**src/rtl/clk_gen_pkg.sv**
```systemverilog
// Shared definitions for the multi-phase clock generator: bundle layout and
// the count-to-level decode used by every derived clock.
package clk_gen_pkg;

  localparam int unsigned LVL      = 0;
  localparam int unsigned RISE     = 1;
  localparam int unsigned FALL     = 2;
  localparam int unsigned BUNDLE_W = 3;

  // Level of a 50% clock of the given period that lags count 0 by offset.
  function automatic logic decode(input int unsigned cnt,
                                  input int unsigned offset,
                                  input int unsigned period);
    int unsigned w_pos;
    w_pos = (cnt + period - (offset % period)) % period;
    return (w_pos < (period / 2));
  endfunction

endpackage

```
**src/rtl/clk_bundle_reg.sv**
```systemverilog
// One derived clock: registered level plus single-cycle rise/fall strobes.
module clk_bundle_reg
  import clk_gen_pkg::*;
(
  input  logic                i_clk,
  input  logic                i_rst_n,
  input  logic                i_freeze,
  input  logic                i_adv,
  input  logic                i_next_lvl,
  input  logic                i_rst_lvl,
  output logic [BUNDLE_W-1:0] o_bundle
);

  logic r_lvl;
  logic r_rise;
  logic r_fall;

  // Level follows the decoded next count; strobes flag a change on that edge.
  always_ff @(posedge i_clk) begin
    if (!i_rst_n) begin
      r_lvl  <= i_rst_lvl;
      r_rise <= 1'b0;
      r_fall <= 1'b0;
    end else if (i_freeze) begin
      r_rise <= 1'b0;
      r_fall <= 1'b0;
    end else if (i_adv) begin
      r_lvl  <= i_next_lvl;
      r_rise <= i_next_lvl & ~r_lvl;
      r_fall <= ~i_next_lvl & r_lvl;
    end else begin
      r_rise <= 1'b0;
      r_fall <= 1'b0;
    end
  end

  // Pack into the shared bundle layout.
  always_comb begin
    o_bundle       = '0;
    o_bundle[LVL]  = r_lvl;
    o_bundle[RISE] = r_rise;
    o_bundle[FALL] = r_fall;
  end

endmodule

```
**src/rtl/multi_phase_clk_gen.sv**
```systemverilog
// Multi-phase bus clock generator: one counter driven by the oscillator
// enable, decoded into NUM_PHASES equally spaced bus clocks plus a
// quadrature fast pair at twice the bus rate.
module multi_phase_clk_gen
  import clk_gen_pkg::*;
#(
  parameter int unsigned DIV        = 8,
  parameter int unsigned NUM_PHASES = 4,
  parameter int unsigned SYNC_VAL   = 0
) (
  input  logic                           main_clk,
  input  logic                           main_rst,
  input  logic                           ena_28m,
  input  logic                           sync_req,
  input  logic                           freeze,
  output logic [BUNDLE_W*NUM_PHASES-1:0] phase_o,
  output logic [2*BUNDLE_W-1:0]          fast_o,
  output logic [$clog2(DIV)-1:0]         phase_cnt,
  output logic                           cycle_strb
);

  localparam int unsigned CW   = $clog2(DIV);
  localparam int unsigned STEP = DIV / NUM_PHASES;
  localparam int unsigned FD   = DIV / 2;

  if ((DIV % 8) != 0) begin : g_chk_div
    $error("multi_phase_clk_gen: DIV must be a multiple of 8");
  end
  if ((DIV % NUM_PHASES) != 0) begin : g_chk_phases
    $error("multi_phase_clk_gen: DIV must be a multiple of NUM_PHASES");
  end
  if (SYNC_VAL >= DIV) begin : g_chk_sync
    $error("multi_phase_clk_gen: SYNC_VAL must be below DIV");
  end

  logic [CW-1:0]         r_cnt;
  logic                  r_cycle_strb;
  logic                  w_adv;
  logic [CW-1:0]         w_cnt_nxt;
  logic [NUM_PHASES-1:0] w_ph_nxt;
  logic [NUM_PHASES-1:0] w_ph_rst;
  logic [1:0]            w_fast_nxt;
  logic [1:0]            w_fast_rst;

  // Next count: resync load wins over the normal wrap/increment.
  always_comb begin
    w_adv = ena_28m & ~freeze;
    if (sync_req) begin
      w_cnt_nxt = CW'(SYNC_VAL);
    end else if (r_cnt == CW'(DIV - 1)) begin
      w_cnt_nxt = '0;
    end else begin
      w_cnt_nxt = r_cnt + 1'b1;
    end
  end

  // Decode next-count and reset-count levels for every derived clock.
  always_comb begin
    w_ph_nxt   = '0;
    w_ph_rst   = '0;
    w_fast_nxt = '0;
    w_fast_rst = '0;
    for (int unsigned k = 0; k < NUM_PHASES; k++) begin
      w_ph_nxt[k] = decode(32'(w_cnt_nxt), k * STEP, DIV);
      w_ph_rst[k] = decode(0, k * STEP, DIV);
    end
    w_fast_nxt[0] = decode(32'(w_cnt_nxt), 0, FD);
    w_fast_nxt[1] = decode(32'(w_cnt_nxt), FD / 4, FD);
    w_fast_rst[0] = decode(0, 0, FD);
    w_fast_rst[1] = decode(0, FD / 4, FD);
  end

  // Counter and cycle-start strobe; strobe only when 0 is newly entered.
  always_ff @(posedge main_clk) begin
    if (!main_rst) begin
      r_cnt        <= '0;
      r_cycle_strb <= 1'b0;
    end else if (w_adv) begin
      r_cnt        <= w_cnt_nxt;
      r_cycle_strb <= (w_cnt_nxt == '0) && (r_cnt != '0);
    end else begin
      r_cycle_strb <= 1'b0;
    end
  end

  for (genvar g = 0; g < NUM_PHASES; g++) begin : g_phase
    clk_bundle_reg u_phase (
      .i_clk      (main_clk),
      .i_rst_n    (main_rst),
      .i_freeze   (freeze),
      .i_adv      (ena_28m),
      .i_next_lvl (w_ph_nxt[g]),
      .i_rst_lvl  (w_ph_rst[g]),
      .o_bundle   (phase_o[BUNDLE_W*g +: BUNDLE_W])
    );
  end

  for (genvar f = 0; f < 2; f++) begin : g_fast
    clk_bundle_reg u_fast (
      .i_clk      (main_clk),
      .i_rst_n    (main_rst),
      .i_freeze   (freeze),
      .i_adv      (ena_28m),
      .i_next_lvl (w_fast_nxt[f]),
      .i_rst_lvl  (w_fast_rst[f]),
      .o_bundle   (fast_o[BUNDLE_W*f +: BUNDLE_W])
    );
  end

  assign phase_cnt  = r_cnt;
  assign cycle_strb = r_cycle_strb;

endmodule

```
**config.mk**
```make
export PLATFORM = sky130hd
export DESIGN_NAME = multi_phase_clk_gen
export DESIGN_NICKNAME = d
export VERILOG_FILES = /design/src/rtl/clk_gen_pkg.sv /design/src/rtl/clk_bundle_reg.sv /design/src/rtl/multi_phase_clk_gen.sv
export SDC_FILE = /design/constraint.sdc
export NUM_CORES = 1
export LEC_CHECK = 0
export CORE_MARGIN = 4
export CORE_UTILIZATION = 40
export CTS_BUF_LIST = sky130_fd_sc_hd__clkbuf_4 sky130_fd_sc_hd__clkbuf_8 sky130_fd_sc_hd__clkbuf_16
export DETAILED_ROUTE_END_ITERATION = 10
export PLACE_DENSITY = 0.81
export SLEW_MARGIN = 25
export SYNTH_ARGS = -nofsm -noshare
export SYNTH_HDL_FRONTEND = slang
export SYNTH_SLANG_ARGS = --single-unit
export TNS_END_PERCENT = 100
```
**constraint.sdc**
```tcl
create_clock -name main_clk -period 1.5 [get_ports main_clk]
set_input_delay 0.45 -clock main_clk [delete_from_list [all_inputs] [get_ports main_clk]]
set_output_delay 0.45 -clock main_clk [all_outputs]
set_load 0.03 [all_outputs]
```
==> impl_metrics.yaml <==
clocking:
  cts_buffer_depth: 2
  htree_num_levels: 1
  clkSinkCount: 21
  path_clk_slew_ns: 0.11
  cts_tree: "built"
  clock_latency_ns: 0.30
  cts_buffers: 3
  root_buffer: "clkbuf_4"
  cts_setup_buffers: 0
timing:
  finalMaxSlewViolations: 0
  setup_slack_ns: -0.04975
  period_share_pct: 103.3
  relSlewSlack_pct: 78.99
  hold_violations: 0
  period_needed_ns: 1.550
  worst_pin_slew_ns: 0.3151
  max_freq_mhz: 645.3
  rsz0062_at_grt: "yes"
  finalSetupTns_ns: -0.1203
  final.setup_skew_ns: 0.007515
  setup_viol: 3
grt:
  grt_usage_pct: 13.04
  grt_pass1_vias: 658
  grt_pass1_wl_um: 2801
  antenna_found_initial: 0
  grt_max_degree: 12
  overflow: 0
final_layout:
  num_antenna_cells: 0
  syn2layout_area_growth_pct: 34.04
  fillers: 189
  layout.nets: 126
  drive_above_1_share_pct: 33.62
  post-route-util_pct: 58.39
  postLayoutCellArea_um2: 1192
route:
  vias: 668
  drc: 0
  drt_pre_antenna_iters: 4
  wire_per_inst_um: 12.24
  drtIter0Drc: 3
  ant_nets: 0
  totalWireLength_um: 1750
  vias_per_cell: 4.671
floorplanning:
  die_y_um: 55.16
  start_util_pct: 43.57
  dieArea_um2: 3043
  die_w_um: 55.16
  ios: 27
  coreArea_um2: 2042
  rows: 16
synth:
  async_flop_share_pct: 0
  synth_cell_types: 21
  synthTopCellsByArea: "dfxtp_1 47%, buf_4 16%, ha_1 5.6%"
  synth_cells: 93
  synthTopCellsByCount: "21 x dfxtp_1, 19 x buf_4, 9 x nor2_1"
  ys_warn_count: 0
  synth_ff_type: "dfxtp_1"
  yosysMostFrequentCell: "dfxtp_1"
  synth_edf_count: 0
  ys_ff_latch: 21
  syn_area_per_cell_um2: 9.566
  synth_top_area_cell: "dfxtp_1"
  synth-seq-area-share_pct: 47.26
  netlist.area_leader.share_pct: 47.26
  synthesis.area_um2: 889.6
  synth_nets: 102
setup_path:
  crit_path_end_kind: "flop"
  critPathMaxFanout: 3
  critical_path_arrival_ns: 1.79
  worst_setup_path_start_kind: "flop"
  critical_path_class: "reg -> reg"
  cp_data_required_time_ns: 1.74
power_and_ir_drop:
  seq_power_share_pct: 59.2
  p_clk_share_pct: 29.5
  p_sw_uw: 219.3
  peakVddDrop_mv: 0.5924
  powerDensity_nw_per_um2: 801.0
  p_sw_share_pct: 22.96
  comb_power_share_pct: 11.3
  p_int_uw: 735.8
  p_total_uw: 955.0
  power_leakage_nw: 0.5555
place:
  port_buffers: 26
  dp.final_hpwl_um: 1409
  gp_congestion: 0.8491
  post_dp_cell_area_um2: 1146
  place_ws_ns: -0.3600
status:
  violations: "setup timing"
  outcome: "finished with violations"
min_path:
  hp-class: "reg -> reg"
job:
  max_cap_viol_count: 0
==> routing by layer <==
metal  up-vias  global-route usage (%)  share of wire, %
met5         -                       0                 0
met4         0                   6.883               1.1
met3         5                   2.949               6.9
met2        21                   24.80                54
met1       310                   12.93                38
li1        332                       -                 -
==> per-stage QoR <==
| stage | instances | hold WS (ns) |
|---|---|---|
| detailed placement | 139 | 0.4384 |
| global route | 143 | 0.4748 |
| finish | 143 | 0.4599 |
| floorplan | 93 | 0.4217 |
| global placement | 139 | 0.4361 |
| CTS | 143 | 0.4604 |
==> cell families after synthesis <==
kind of cell	share of synthesized area, %
buffers and inverters	17.72
xor gates and xnor gates	0.9847
DFF	47.26
adders and majority gates	5.626
and+or+nand+nor	23.77
AOI/OAI and AO/OA	4.641
==> power by group through the flow <==
stage	registers [mW]	logic (mW)	clock network, mW
after floorplan	0.582	0.0450	0
after global placement	0.578	0.0954	0
after detailed placement	0.578	0.0988	0
after CTS	0.566	0.106	0.286
after global routing	0.567	0.116	0.306
final	0.566	0.107	0.282
==> critical path: stages, from the launching register on <==
cell	delay, ns
dfxtp_4	0.38
ha_4	0.16
ha_4	0.15
or3_4	0.35
ha_4	0.29
nand2_2	0.05
a21oi_2	0.11
==> registers in the layout (all words and copies together) (netlist names) <==
name                    count
g_fast.u_fast.r_fall        2
g_phase.u_phase.r_lvl       3
g_fast.u_fast.r_lvl         2
cycle_strb                  1
g_phase.u_phase.r_fall      4
g_phase.u_phase.r_rise      4
phase_cnt                   3
g_fast.u_fast.r_rise        2
==> cells in the final DEF (no fill, tap or decap), types with 2 or more instances in the layout <==
cell type	instances
and3_1	4
buf_4	20
clkbuf_4	4
clkdlybuf4s15_1	3
clkdlybuf4s50_1	4
dfxtp_1	19
dfxtp_4	2
dlygate4sd2_1	10
ha_4	3
inv_1	4
nand2_1	4
nand2b_1	3
nand3_1	2
nor2_1	8
nor2b_2	2
nor3_1	4
nor3b_1	2
o21ai_0	3
or3_4	2
==> worst paths after layout <==
| check | cells after the start | startpoint | endpoint | slack, ns |
|---|---|---|---|---|
| worst max-delay path | 6 | phase_cnt[1] | g_fast[1].u_fast.r_lvl | -0.05 |
| worst min-delay path | 1 | g_phase[1].u_phase.r_lvl | g_phase[1].u_phase.r_rise | 0.46 |
| worst max register to register | 6 | phase_cnt[1] | g_fast[1].u_fast.r_lvl | -0.05 |
| worst min register to register | 1 | g_phase[1].u_phase.r_lvl | g_phase[1].u_phase.r_rise | 0.46 |
==> repair_timing <==
| action | CTS | global route |
|---|---|---|
| endpoints found under the setup margin | 17 | 9 |
| pin swaps | 1 | 0 |
| resized for setup | 19 | 7 |
| gates cloned | 0 | 0 |
| hold buffers | 0 | 0 |
==> cell type report <==
class / instances / area, um2 / area share [%]
multi-input combinational: 49 / 372.9 / 31.27
inverter: 4 / 15.01 / 1.259
timing repair buffer: 38 / 312.8 / 26.23
tap: 27 / 33.78 / 2.833
clock buffer: 4 / 30.03 / 2.518
sequential: 21 / 427.9 / 35.89
Power figures use the tool's default switching activity.
